File: src/rtl/seg7_pkg.sv
// Shared seven-segment constants (logical gfedcba, active-high) and the
// readback word-assembly state encoding.
package seg7_pkg;

    localparam logic [6:0] SEG7_HEX_0 = 7'h3F;
    localparam logic [6:0] SEG7_HEX_1 = 7'h06;
    localparam logic [6:0] SEG7_HEX_2 = 7'h5B;
    localparam logic [6:0] SEG7_HEX_3 = 7'h4F;
    localparam logic [6:0] SEG7_HEX_4 = 7'h66;
    localparam logic [6:0] SEG7_HEX_5 = 7'h6D;
    localparam logic [6:0] SEG7_HEX_6 = 7'h7D;
    localparam logic [6:0] SEG7_HEX_7 = 7'h07;
    localparam logic [6:0] SEG7_HEX_8 = 7'h7F;
    localparam logic [6:0] SEG7_HEX_9 = 7'h6F;
    localparam logic [6:0] SEG7_HEX_A = 7'h77;
    localparam logic [6:0] SEG7_HEX_B = 7'h7C;
    localparam logic [6:0] SEG7_HEX_C = 7'h39;
    localparam logic [6:0] SEG7_HEX_D = 7'h5E;
    localparam logic [6:0] SEG7_HEX_E = 7'h79;
    localparam logic [6:0] SEG7_HEX_F = 7'h71;
    localparam logic [6:0] SEG7_BLANK = 7'h00;

    typedef enum logic {
        ST_COLLECT = 1'b0,
        ST_PENDING = 1'b1
    } word_state_e;

endpackage

File: src/rtl/seg7_pattern_lookup.sv
// Combinational reverse lookup: logical segment pattern -> hex nibble,
// with hit (pattern is a known digit) and blank (all segments off) flags.
module seg7_pattern_lookup
    import seg7_pkg::*;
(
    input  logic [6:0] pattern_i,
    output logic [3:0] value_o,
    output logic       hit_o,
    output logic       blank_o
);

    always_comb begin
        value_o = 4'h0;
        hit_o   = 1'b1;
        blank_o = (pattern_i == SEG7_BLANK);
        case (pattern_i)
            SEG7_HEX_0: value_o = 4'h0;
            SEG7_HEX_1: value_o = 4'h1;
            SEG7_HEX_2: value_o = 4'h2;
            SEG7_HEX_3: value_o = 4'h3;
            SEG7_HEX_4: value_o = 4'h4;
            SEG7_HEX_5: value_o = 4'h5;
            SEG7_HEX_6: value_o = 4'h6;
            SEG7_HEX_7: value_o = 4'h7;
            SEG7_HEX_8: value_o = 4'h8;
            SEG7_HEX_9: value_o = 4'h9;
            SEG7_HEX_A: value_o = 4'hA;
            SEG7_HEX_B: value_o = 4'hB;
            SEG7_HEX_C: value_o = 4'hC;
            SEG7_HEX_D: value_o = 4'hD;
            SEG7_HEX_E: value_o = 4'hE;
            SEG7_HEX_F: value_o = 4'hF;
            default:    hit_o   = 1'b0;
        endcase
    end

endmodule

File: src/rtl/seg7_readback_decoder.sv
// Decodes a scanned 4-digit seven-segment bus back into a 16-bit word.
// Optional decimal-point capture is enabled with `define SEG7_DP_DECODE_EN.
module seg7_readback_decoder
    import seg7_pkg::*;
#(
    parameter int unsigned STABLE_CYCLES  = 4,
    parameter int unsigned SEG_ACTIVE_LOW = 1
) (
    input  logic        clk,
    input  logic        rst_n,
    input  logic [6:0]  seg,
    input  logic [3:0]  an,
`ifdef SEG7_DP_DECODE_EN
    input  logic        dp,
    output logic        digit_dp,
    output logic [3:0]  word_dp,
`endif
    output logic        digit_valid,
    output logic [3:0]  digit_val,
    output logic [1:0]  digit_idx,
    output logic        pat_err,
    output logic [15:0] word,
    output logic        word_valid,
    input  logic        word_ready,
    output logic        overflow
);

`ifdef SEG7_DP_DECODE_EN
    localparam int SW = 12;
`else
    localparam int SW = 11;
`endif
    localparam logic [7:0] STABLE_C  = STABLE_CYCLES[7:0];
    localparam logic [7:0] STABLE_M1 = STABLE_C - 8'd1;

    function automatic logic is_onehot(input logic [3:0] v);
        return (v != 4'd0) && ((v & (v - 4'd1)) == 4'd0);
    endfunction

    function automatic logic [1:0] onehot_idx(input logic [3:0] v);
        case (v)
            4'b0010: return 2'd1;
            4'b0100: return 2'd2;
            4'b1000: return 2'd3;
            default: return 2'd0;
        endcase
    endfunction

    logic [SW-1:0] s_raw, s_d, s_q, s_prev_q;
    logic [7:0]    cnt_q, cnt_d;
    logic          same, accept, onehot, hit, blank, dv;
    logic [3:0]    val;
    logic [1:0]    idx;

`ifdef SEG7_DP_DECODE_EN
    assign s_raw = {dp, an, seg};
`else
    assign s_raw = {an, seg};
`endif
    // Everything downstream of the input register sees active-high lines.
    assign s_d = (SEG_ACTIVE_LOW != 0) ? ~s_raw : s_raw;

    assign same   = (s_q == s_prev_q);
    assign accept = same && (cnt_q == STABLE_M1);
    assign onehot = is_onehot(s_q[10:7]);
    assign idx    = onehot_idx(s_q[10:7]);

    seg7_pattern_lookup u_lookup (
        .pattern_i (s_q[6:0]),
        .value_o   (val),
        .hit_o     (hit),
        .blank_o   (blank)
    );

    always_comb begin
        cnt_d = cnt_q;
        if (!same)
            cnt_d = 8'd0;
        else if (cnt_q != STABLE_C)
            cnt_d = cnt_q + 8'd1;
    end

    assign dv          = accept && onehot && hit;
    assign digit_valid = dv;
    assign pat_err     = accept && onehot && !hit && !blank;
    assign digit_val   = dv ? val : 4'd0;
    assign digit_idx   = dv ? idx : 2'd0;

    word_state_e state_q, state_d;
    logic [3:0]  mask_q, mask_d, mask_new;
    logic [15:0] staging_q, staging_d, word_q, word_d;
    logic        word_valid_q, word_valid_d, overflow_q, overflow_d, full;
`ifdef SEG7_DP_DECODE_EN
    logic [3:0]  stg_dp_q, stg_dp_d, word_dp_q, word_dp_d;
`endif

    // Word assembly: the just-accepted digit counts towards completion.
    always_comb begin
        state_d      = state_q;
        staging_d    = staging_q;
        word_d       = word_q;
        word_valid_d = word_valid_q;
        overflow_d   = overflow_q;
        mask_new     = mask_q;
`ifdef SEG7_DP_DECODE_EN
        stg_dp_d     = stg_dp_q;
        word_dp_d    = word_dp_q;
`endif
        if (dv) begin
            staging_d[{idx, 2'b00} +: 4] = val;
            mask_new[idx]                = 1'b1;
`ifdef SEG7_DP_DECODE_EN
            stg_dp_d[idx]                = s_q[11];
`endif
        end
        full   = dv && (mask_new == 4'hF);
        mask_d = (full || pat_err) ? 4'd0 : mask_new;

        case (state_q)
            ST_COLLECT: begin
                if (full) begin
                    word_d       = staging_d;
                    word_valid_d = 1'b1;
                    state_d      = ST_PENDING;
`ifdef SEG7_DP_DECODE_EN
                    word_dp_d    = stg_dp_d;
`endif
                end
            end
            ST_PENDING: begin
                if (word_ready && full) begin
                    word_d       = staging_d;
`ifdef SEG7_DP_DECODE_EN
                    word_dp_d    = stg_dp_d;
`endif
                end else if (word_ready) begin
                    word_valid_d = 1'b0;
                    state_d      = ST_COLLECT;
                end else if (full) begin
                    overflow_d   = 1'b1;
                end
            end
            default: state_d = ST_COLLECT;
        endcase
    end

    always_ff @(posedge clk or negedge rst_n) begin
        if (!rst_n) begin
            s_q          <= '0;
            s_prev_q     <= '0;
            cnt_q        <= 8'd0;
            state_q      <= ST_COLLECT;
            mask_q       <= 4'd0;
            staging_q    <= 16'd0;
            word_q       <= 16'd0;
            word_valid_q <= 1'b0;
            overflow_q   <= 1'b0;
`ifdef SEG7_DP_DECODE_EN
            stg_dp_q     <= 4'd0;
            word_dp_q    <= 4'd0;
`endif
        end else begin
            s_q          <= s_d;
            s_prev_q     <= s_q;
            cnt_q        <= cnt_d;
            state_q      <= state_d;
            mask_q       <= mask_d;
            staging_q    <= staging_d;
            word_q       <= word_d;
            word_valid_q <= word_valid_d;
            overflow_q   <= overflow_d;
`ifdef SEG7_DP_DECODE_EN
            stg_dp_q     <= stg_dp_d;
            word_dp_q    <= word_dp_d;
`endif
        end
    end

    assign word       = word_q;
    assign word_valid = word_valid_q;
    assign overflow   = overflow_q;
`ifdef SEG7_DP_DECODE_EN
    assign digit_dp   = dv ? s_q[11] : 1'b0;
    assign word_dp    = word_dp_q;
`endif

endmodule

File: config.mk
export PLATFORM = sky130hd
export DESIGN_NAME = seg7_readback_decoder
export DESIGN_NICKNAME = d
export VERILOG_FILES = /design/src/rtl/seg7_pkg.sv /design/src/rtl/seg7_pattern_lookup.sv /design/src/rtl/seg7_readback_decoder.sv
export SDC_FILE = /design/constraint.sdc
export NUM_CORES = 1
export LEC_CHECK = 0
export ABC_CLOCK_PERIOD_IN_PS = 2900
export BUFFER_PORTS_ARGS = -buffer_cell sky130_fd_sc_hd__buf_2
export CORE_ASPECT_RATIO = 1.1
export CORE_MARGIN = 2
export CORE_UTILIZATION = 25
export DETAILED_ROUTE_END_ITERATION = 16
export PLACE_DENSITY = 0.46
export SLEW_MARGIN = 15
export SYNTH_ARGS = -nofsm -noshare
export SYNTH_HDL_FRONTEND = slang
export SYNTH_SLANG_ARGS = --single-unit
File: constraint.sdc
create_clock -name clk -period 2.9 [get_ports clk]
set_input_delay 0.29 -clock clk [delete_from_list [all_inputs] [get_ports clk]]
set_output_delay 0.29 -clock clk [all_outputs]
set_load 0.005 [all_outputs]
==> flow_summary.html, run 1 <==
<table>
<tr><th>Metric</th><th>Value</th></tr>
<tr><th colspan="2">Status</th></tr>
<tr><td>Run status</td><td>finished, final reports clean</td></tr>
<tr><th colspan="2">Routing</th></tr>
<tr><td>DRC violation count after routing</td><td>0</td></tr>
<tr><td>1st-pass router iterations</td><td>4</td></tr>
<tr><td>Vias per inst</td><td>4.29</td></tr>
<tr><td>Final antenna-violating net count</td><td>0</td></tr>
<tr><td>First DRT Iteration DRCs</td><td>68</td></tr>
<tr><td>Routed length per instance</td><td>13.3 um</td></tr>
<tr><td>Via count</td><td>2385</td></tr>
<tr><td>Total Wirelength</td><td>7400 um</td></tr>
<tr><th colspan="2">GRT</th></tr>
<tr><td>Number of global-route vias before repair</td><td>2548</td></tr>
<tr><td>Antenna violations before repair</td><td>0</td></tr>
<tr><td>Global-route usage over all layers</td><td>11.0%</td></tr>
<tr><td>Pin count of the biggest net entering global routing</td><td>40</td></tr>
<tr><td>Residual overflow from global routing</td><td>0</td></tr>
<tr><td>Global-route wire length before repair</td><td>12600 um</td></tr>
<tr><th colspan="2">Timing</th></tr>
<tr><td>Post-route minimum period</td><td>2.78 ns</td></tr>
<tr><td>Slew margin rel.</td><td>51.9%</td></tr>
<tr><td>Timing-limited maximum frequency</td><td>360 MHz</td></tr>
<tr><td>Max Transition Viols Final</td><td>0</td></tr>
<tr><td>Number of hold violations in the final report</td><td>0</td></tr>
<tr><td>Setup skew after layout</td><td>0.00838 ns</td></tr>
<tr><td>Summed negative setup slack over all endpoints</td><td>0 ns</td></tr>
<tr><td>Setup violation total in the final timing report</td><td>0</td></tr>
<tr><td>Worst Slack Setup Final</td><td>0.121 ns</td></tr>
<tr><td>Actual transition at the worst max-transition pin</td><td>0.722 ns</td></tr>
<tr><td>Final period utilization</td><td>95.8%</td></tr>
<tr><th colspan="2">Floorplan</th></tr>
<tr><td>Number of top-level pins</td><td>40</td></tr>
<tr><td>Die span in y</td><td>128 um</td></tr>
<tr><td>Effective utilization at floorplan</td><td>25.4%</td></tr>
<tr><td>Cell Rows</td><td>45</td></tr>
<tr><td>Area enclosed by the die boundary</td><td>0.0149 mm2</td></tr>
<tr><td>Placeable Area</td><td>0.0137 mm2</td></tr>
<tr><td>Width of the chip</td><td>117 um</td></tr>
<tr><th colspan="2">Synth</th></tr>
<tr><td>Number of enable-type register cells in the synthesized netlist</td><td>0</td></tr>
<tr><td>Synth warn</td><td>0</td></tr>
<tr><td>Area of the mapped netlist</td><td>0.00348 mm2</td></tr>
<tr><td>Ys async rst share</td><td>100%</td></tr>
<tr><td>Seq/Total Area, Yosys</td><td>49.6%</td></tr>
<tr><td>Number of nets in the synthesized netlist</td><td>323</td></tr>
<tr><td>Most used flip-flop cell after synthesis</td><td>sky130_fd_sc_hd__dfrtp_1</td></tr>
<tr><td>Cell count after synthesis</td><td>300</td></tr>
<tr><td>Total of flip-flops plus latches after synthesis</td><td>69</td></tr>
<tr><td>Number of unique standard cell types used by synthesis</td><td>56</td></tr>
<tr><td>Mean post-synth cell area</td><td>11.6 um2</td></tr>
<tr><th colspan="2">Critical path</th></tr>
<tr><td>Maximum single-stage delay on the critical path</td><td>0.45 ns</td></tr>
<tr><td>CP most frequent cell</td><td>sky130_fd_sc_hd__a2111oi_4</td></tr>
<tr><td>FF-to-FF Start</td><td>s_q[3]</td></tr>
<tr><td>Endpoint type of the worst setup path</td><td>flip-flop</td></tr>
<tr><td>Data required time of the critical path</td><td>3.11 ns</td></tr>
<tr><td>Largest driver fanout on the critical path</td><td>11</td></tr>
<tr><td>Worst Path Arrival</td><td>2.99 ns</td></tr>
<tr><td>Worst setup startpoint</td><td>s_q[3]</td></tr>
<tr><td>Worst path slowest cell</td><td>sky130_fd_sc_hd__a2111oi_4</td></tr>
<tr><td>Startpoint type of the worst setup path</td><td>flip-flop</td></tr>
<tr><td>Kind of critical path</td><td>reg2reg</td></tr>
<tr><td>Critical path, cell by cell</td><td>or3b_1 &gt; a2111oi_4 &gt; buf_4 &gt; a211oi_2 &gt; buf_12 &gt; a2111oi_4 &gt; mux2_2 &gt; mux2_1</td></tr>
<tr><th colspan="2">Flow run</th></tr>
<tr><td>Max-cap check violation count</td><td>0</td></tr>
<tr><th colspan="2">Clocking</th></tr>
<tr><td>Maximum root-to-sink buffer count</td><td>2</td></tr>
<tr><td>Number of H-tree levels</td><td>3</td></tr>
<tr><td>Root buffer selected by CTS</td><td>sky130_fd_sc_hd__clkbuf_16</td></tr>
<tr><td>Hold_buf cts</td><td>0</td></tr>
<tr><td>CTS tree</td><td>built</td></tr>
<tr><td>Worst-path clk slew</td><td>0.05 ns</td></tr>
<tr><td>Number of buffers created by CTS</td><td>9</td></tr>
<tr><td>Clock sink count</td><td>69</td></tr>
<tr><td>Clock latency reported for the late side of the worst-skew pair</td><td>0.33 ns</td></tr>
<tr><th colspan="2">Finish</th></tr>
<tr><td>Most common cell after layout, fill and taps aside</td><td>sky130_fd_sc_hd__dfrtp_1</td></tr>
<tr><td>Final core utilization</td><td>32.5%</td></tr>
<tr><td>Ratio of cells with drive above 1 in the final layout</td><td>34.5%</td></tr>
<tr><td>Final layout net count</td><td>386</td></tr>
<tr><td>Area growth from synthesis to final layout</td><td>27.8%</td></tr>
<tr><td>Diodes inserted</td><td>0</td></tr>
<tr><td>Highest-count cells in the layout ignoring fill and taps</td><td>sky130_fd_sc_hd__dfrtp_1, sky130_fd_sc_hd__buf_2, sky130_fd_sc_hd__nor2_1</td></tr>
<tr><td>Filler Cell Count</td><td>1395</td></tr>
<tr><th colspan="2">Power and ir drop</th></tr>
<tr><td>Power density over the cells</td><td>534 mW/mm2</td></tr>
<tr><td>Leakage power figure</td><td>0.00206 uW</td></tr>
<tr><td>Worst IR Drop VDD</td><td>236 uV</td></tr>
<tr><td>Overall power after layout</td><td>2380 uW</td></tr>
<tr><th colspan="2">Place</th></tr>
<tr><td>Worst Setup Slack post-DPL</td><td>0.0681 ns</td></tr>
<tr><td>DPL Wire Length</td><td>5180 um</td></tr>
<tr><td>Gp weighted congestion</td><td>0.763</td></tr>
<tr><td>Port bufs</td><td>39</td></tr>
<tr><th colspan="2">Min path</th></tr>
<tr><td>Worst hold-check path type</td><td>in2async</td></tr>
</table>
cells by family (layout without fill, tap and decap cells):
group	Yosys count	in the layout	share of synthesized area, %
compound gates	37	37	10.5
xor+xnor	19	19	4.78
fa+ha+maj	9	9	3.24
buf+inv	43	111	6.15
flops	69	69	49.6
mux	30	30	10.6
simple gates	93	93	15.1
routing by layer:
layer  wire length (um)  track usage (%)  up-vias  share of wire [%]
met1               3570             14.6     1180                 48
met2               3450             16.9       37                 47
met3                248             3.36       10                3.4
li1                   -                -     1158                  -
met5                  0                0        -                  0
met4                131             4.20        0                1.8
where the power goes:
part           internal (uW)  switching (uW)  leakage [uW]
Sequential               979            14.1      0.000912
Clock                    836             409      0.000169
Combinational           53.6            86.2      0.000981
stage by stage:
stage	cells	hold slack (ns)	cell area (um2)
final	556	0.0166	4450
after global routing	556	0.0712	4450
after CTS	551	0.0413	4370
after detailed placement	534	0.397	4000
after global placement	534	0.399	4000
after floorplan	300	-0.00559	3480
final cells by class:
| class | instances | area, um2 | area share [%] |
|---|---|---|---|
| clock buffer | 9 | 225 | 5.06 |
| clock inverter | 7 | 114 | 2.56 |
| inverter | 28 | 110 | 2.47 |
| multi-input combinational | 188 | 1590 | 35.7 |
| sequential | 69 | 1730 | 38.8 |
| tap | 188 | 235 | 5.29 |
| timing repair buffer | 67 | 447 | 10.0 |
sequential cells by signal, indices dropped and copies added (netlist names):
| signal | flops |
|---|---|
| state_q | 1 |
| cnt_q | 8 |
| overflow | 1 |
| staging_q | 16 |
| word_valid | 1 |
| word | 16 |
| s_prev_q | 11 |
| mask_q | 4 |
| s_q | 11 |
synthesized netlist by cell type (all sizes together), types with 2 or more instances:
cell type | number | share of area, %
clkbuf | 4 | 0.43
inv | 28 | 3.2
nand4 | 5 | 0.90
dfrtp | 69 | 50
nor4b | 2 | 0.50
nand4b | 2 | 0.50
o21ai | 3 | 0.43
or3b | 2 | 0.50
buf | 11 | 2.6
o21bai | 4 | 0.86
nor4 | 3 | 0.54
nand2 | 10 | 1.2
or3 | 5 | 1.0
nand2b | 2 | 0.58
ha | 9 | 3.2
nor2b | 3 | 0.54
mux2i | 4 | 1.2
nor4bb | 2 | 0.58
o22ai | 4 | 0.72
nand3 | 6 | 0.86
nor3 | 5 | 0.72
or4 | 2 | 0.54
nand3b | 4 | 0.86
o32ai | 2 | 0.50
nor2 | 34 | 3.9
a2111oi | 5 | 3.4
xnor2 | 3 | 0.75
mux2 | 26 | 9.5
a21oi | 11 | 1.6
and3 | 3 | 0.68
xor2 | 16 | 4.0
a211oi | 2 | 0.43
what timing repair did:
item                       4_1_cts  5_1_grt
buffers inserted                 1        5
pin swaps                        1        2
setup endpoints to repair        2       15
gates resized for setup          1       10
critical path, delay by kind of cell (launching register included):
| family | cells | cell delay (ns) |
|---|---|---|
| buffers and inverters | 2 | 0.33 |
| flip-flops | 1 | 0.40 |
| AO/OA/AOI/OAI | 3 | 0.84 |
| multiplexers | 2 | 0.68 |
| AND/OR/NAND/NOR | 1 | 0.41 |
final timing paths:
| path | to | cells past startpoint | slack [ns] |
|---|---|---|---|
| worst min-delay path | s_q[0] | 1 | 0.02 |
| worst max-delay path | word[9] | 8 | 0.12 |
| min in group clk | s_q[0] | 2 | 0.10 |
| worst min register to register | word_valid | 1 | 0.47 |
| max in group asynchronous | staging_q[10] | 2 | 2.24 |
| worst max register to register | word[9] | 8 | 0.12 |
(Power assumes the default switching activity.)
==> run 2, diff against run 1 <==
--- a/config.mk
+++ b/config.mk
@@ -11,7 +11,7 @@
 export CORE_MARGIN = 2
 export CORE_UTILIZATION = 25
 export DETAILED_ROUTE_END_ITERATION = 16
-export PLACE_DENSITY = 0.46
+export PLACE_DENSITY_LB_ADDON = 0.08
 export SLEW_MARGIN = 15
 export SYNTH_ARGS = -nofsm -noshare
 export SYNTH_HDL_FRONTEND = slang
==> run 2 against run 1 <==
  * Sequential share of layout area is 1.6 points lower
  * Via count up 4.0%
  * Sequential power hardly changed
  * Register-to-register slack about the same
  * Flip-flop and latch count did not move
  * Total power rose by 6.5%
  * Worst setup slack lost 0.014 ns
  * Non-clock buffer count up 21
  * Final cell count increased by 3.8%
  * Clock skew up 0.0012 ns
  * Critical endpoint is now digit_idx[1]
==> flow_summary.html, run 2 (synthesis gave the netlist of run 1 again) <==
<table>
<tr><th>Metric</th><th>Value</th></tr>
<tr><th colspan="2">Status</th></tr>
<tr><td>Run status</td><td>finished, final reports clean</td></tr>
<tr><th colspan="2">Critical path</th></tr>
<tr><td>Maximum single-stage delay on the critical path</td><td>0.56 ns</td></tr>
<tr><td>Critical path, cell by cell</td><td>or4_4 &gt; nor2_4 &gt; o311ai_4 &gt; or2_0 &gt; nand2b_4 &gt; buf_4 &gt; nor2_1 &gt; buf_2</td></tr>
<tr><td>Data required time of the critical path</td><td>2.61 ns</td></tr>
<tr><td>Kind of critical path</td><td>reg2out</td></tr>
<tr><td>Endpoint type of the worst setup path</td><td>output pin</td></tr>
<tr><td>Worst Path Arrival</td><td>2.50 ns</td></tr>
<tr><td>Worst path slowest cell</td><td>sky130_fd_sc_hd__or4_4</td></tr>
<tr><td>Startpoint type of the worst setup path</td><td>flip-flop</td></tr>
<tr><td>Largest driver fanout on the critical path</td><td>5</td></tr>
<tr><th colspan="2">Timing</th></tr>
<tr><td>Final period utilization</td><td>96.3%</td></tr>
<tr><td>Setup repair after global routing missed its margin</td><td>yes</td></tr>
<tr><td>Setup skew after layout</td><td>0.00958 ns</td></tr>
<tr><td>Final-layout worst hold slack</td><td>0.0899 ns</td></tr>
<tr><td>Worst Slack Setup Final</td><td>0.107 ns</td></tr>
<tr><td>Timing-limited maximum frequency</td><td>358 MHz</td></tr>
<tr><td>Actual transition at the worst max-transition pin</td><td>0.591 ns</td></tr>
<tr><td>Post-route minimum period</td><td>2.79 ns</td></tr>
<tr><td>Max Transition Viols Final</td><td>0</td></tr>
<tr><td>Setup violation total in the final timing report</td><td>0</td></tr>
<tr><td>Number of hold violations in the final report</td><td>0</td></tr>
<tr><td>Summed negative setup slack over all endpoints</td><td>0 ns</td></tr>
<tr><td>Slew margin rel.</td><td>60.5%</td></tr>
<tr><th colspan="2">GRT</th></tr>
<tr><td>Residual overflow from global routing</td><td>0</td></tr>
<tr><td>Number of global-route vias before repair</td><td>2572</td></tr>
<tr><td>Global-route usage over all layers</td><td>12.2%</td></tr>
<tr><td>Global-route wire length before repair</td><td>13600 um</td></tr>
<tr><td>Pin count of the biggest net entering global routing</td><td>27</td></tr>
<tr><td>Antenna violations before repair</td><td>0</td></tr>
<tr><th colspan="2">Finish</th></tr>
<tr><td>Area used by multi-input combinational logic</td><td>0.00162 mm2</td></tr>
<tr><td>Ratio of cells with drive above 1 in the final layout</td><td>39.6%</td></tr>
<tr><td>Area used by sequential logic in the layout</td><td>0.00173 mm2</td></tr>
<tr><td>Filler Cell Count</td><td>1402</td></tr>
<tr><td>Highest-count cells in the layout ignoring fill and taps</td><td>sky130_fd_sc_hd__dfrtp_1, sky130_fd_sc_hd__buf_4, sky130_fd_sc_hd__buf_2</td></tr>
<tr><td>Final layout net count</td><td>407</td></tr>
<tr><td>Most common cell after layout, fill and taps aside</td><td>sky130_fd_sc_hd__dfrtp_1</td></tr>
<tr><td>Area growth from synthesis to final layout</td><td>33.6%</td></tr>
<tr><td>Diodes inserted</td><td>0</td></tr>
<tr><th colspan="2">Clocking</th></tr>
<tr><td>Maximum root-to-sink buffer count</td><td>2</td></tr>
<tr><td>CTS tree</td><td>built</td></tr>
<tr><td>Number of buffers created by CTS</td><td>9</td></tr>
<tr><td>Root buffer selected by CTS</td><td>sky130_fd_sc_hd__clkbuf_16</td></tr>
<tr><td>Number of H-tree levels</td><td>3</td></tr>
<tr><td>Worst-path clk slew</td><td>0.06 ns</td></tr>
<tr><td>Clock latency reported for the late side of the worst-skew pair</td><td>0.34 ns</td></tr>
<tr><td>Clock sink count</td><td>69</td></tr>
<tr><th colspan="2">Place</th></tr>
<tr><td>Worst Setup Slack post-DPL</td><td>0.0189 ns</td></tr>
<tr><td>Gp weighted congestion</td><td>0.768</td></tr>
<tr><td>DPL Wire Length</td><td>5850 um</td></tr>
<tr><td>Port bufs</td><td>39</td></tr>
<tr><th colspan="2">Power and ir drop</th></tr>
<tr><td>Sw Pwr</td><td>538 uW</td></tr>
<tr><td>Switching part of the total power</td><td>21.2%</td></tr>
<tr><td>Power density over the cells</td><td>544 mW/mm2</td></tr>
<tr><td>Worst IR Drop VDD</td><td>246 uV</td></tr>
<tr><td>Leakage power figure</td><td>0.00218 uW</td></tr>
<tr><td>Part of the total power dissipated in combinational logic</td><td>6.1%</td></tr>
<tr><td>Internal Dissipation</td><td>1990 uW</td></tr>
<tr><td>Sequential fraction of design power</td><td>39.3%</td></tr>
<tr><td>Clock power share</td><td>54.5%</td></tr>
<tr><th colspan="2">Floorplan</th></tr>
<tr><td>Number of top-level pins</td><td>40</td></tr>
<tr><td>Area enclosed by the die boundary</td><td>0.0149 mm2</td></tr>
<tr><td>Placeable Area</td><td>0.0137 mm2</td></tr>
<tr><td>Width of the chip</td><td>117 um</td></tr>
<tr><td>Cell Rows</td><td>45</td></tr>
<tr><td>Effective utilization at floorplan</td><td>25.4%</td></tr>
<tr><td>Die span in y</td><td>128 um</td></tr>
<tr><th colspan="2">Routing</th></tr>
<tr><td>Vias per inst</td><td>4.30</td></tr>
<tr><td>DRC violation count after routing</td><td>0</td></tr>
<tr><td>Via count</td><td>2481</td></tr>
<tr><td>First DRT Iteration DRCs</td><td>106</td></tr>
<tr><td>1st-pass router iterations</td><td>4</td></tr>
<tr><td>Routed length per instance</td><td>14.2 um</td></tr>
<tr><td>Final antenna-violating net count</td><td>0</td></tr>
<tr><td>Total Wirelength</td><td>8200 um</td></tr>
<tr><th colspan="2">Flow run</th></tr>
<tr><td>Max-cap check violation count</td><td>0</td></tr>
<tr><th colspan="2">Min path</th></tr>
<tr><td>Worst hold-check path type</td><td>in2reg</td></tr>
</table>
[run 2: worst max-delay path: cells and delay by family, from the launching register on]
family          cells  cell delay (ns)
buf+inv             2             0.29
flops               1             0.42
simple gates        5             1.26
compound gates      1             0.19
[run 2: stage by stage]
stage	area, um2	total power [uW]	utilization [%]	cells
after floorplan	3480	1080	-	300
after global placement	4130	1160	30.2	552
after detailed placement	4130	1160	30.2	552
after CTS	4550	2570	33.3	574
after global routing	4650	2650	34.0	577
final	4650	2530	34.0	577
[run 2: area by class of cell]
class	count	share of cell area, %
multi-input combinational	188	34.9
timing repair buffer	88	12.5
clock inverter	6	2.88
inverter	28	2.37
clock buffer	10	5.14
sequential	69	37.2
tap	188	5.06
[run 2: what timing repair did]
action,in CTS,in global routing
gates resized for setup,2,18
hold buffers,1,0
endpoints found under the setup margin,5,16
hold endpoints to repair,17,0
pin swaps,2,1
buffers inserted,5,3
[run 2: routing by layer]
layer / vias to the layer above / part of all wire [%] / GRT usage (%)
met3: 11 / 4.1 / 4.07
li1: 1205 / - / -
met1: 1227 / 50 / 16.5
met5: - / 0 / 0
met2: 38 / 44 / 17.6
met4: 0 / 1.8 / 5.11
[run 2: final timing paths]
check                      startpoint  cells past startpoint  slack [ns]           end
min reg2reg                   state_q                      1        0.47    word_valid
max                          cnt_q[3]                      8        0.11  digit_idx[1]
max reg2reg                    s_q[5]                     10        0.11      word[13]
min                            seg[5]                      2        0.09        s_q[5]
min in group asynchronous       rst_n                      2        0.44   s_prev_q[3]
max in group asynchronous       rst_n                      3        1.75  staging_q[9]
[run 2: power groups by stage]
stage	combinational (uW)	clock [uW]	sequential (uW)
CTS	151	1430	996
detailed placement	144	0	1010
global route	175	1470	999
global placement	146	0	1010
floorplan	75.7	0	1010
finish	156	1380	996
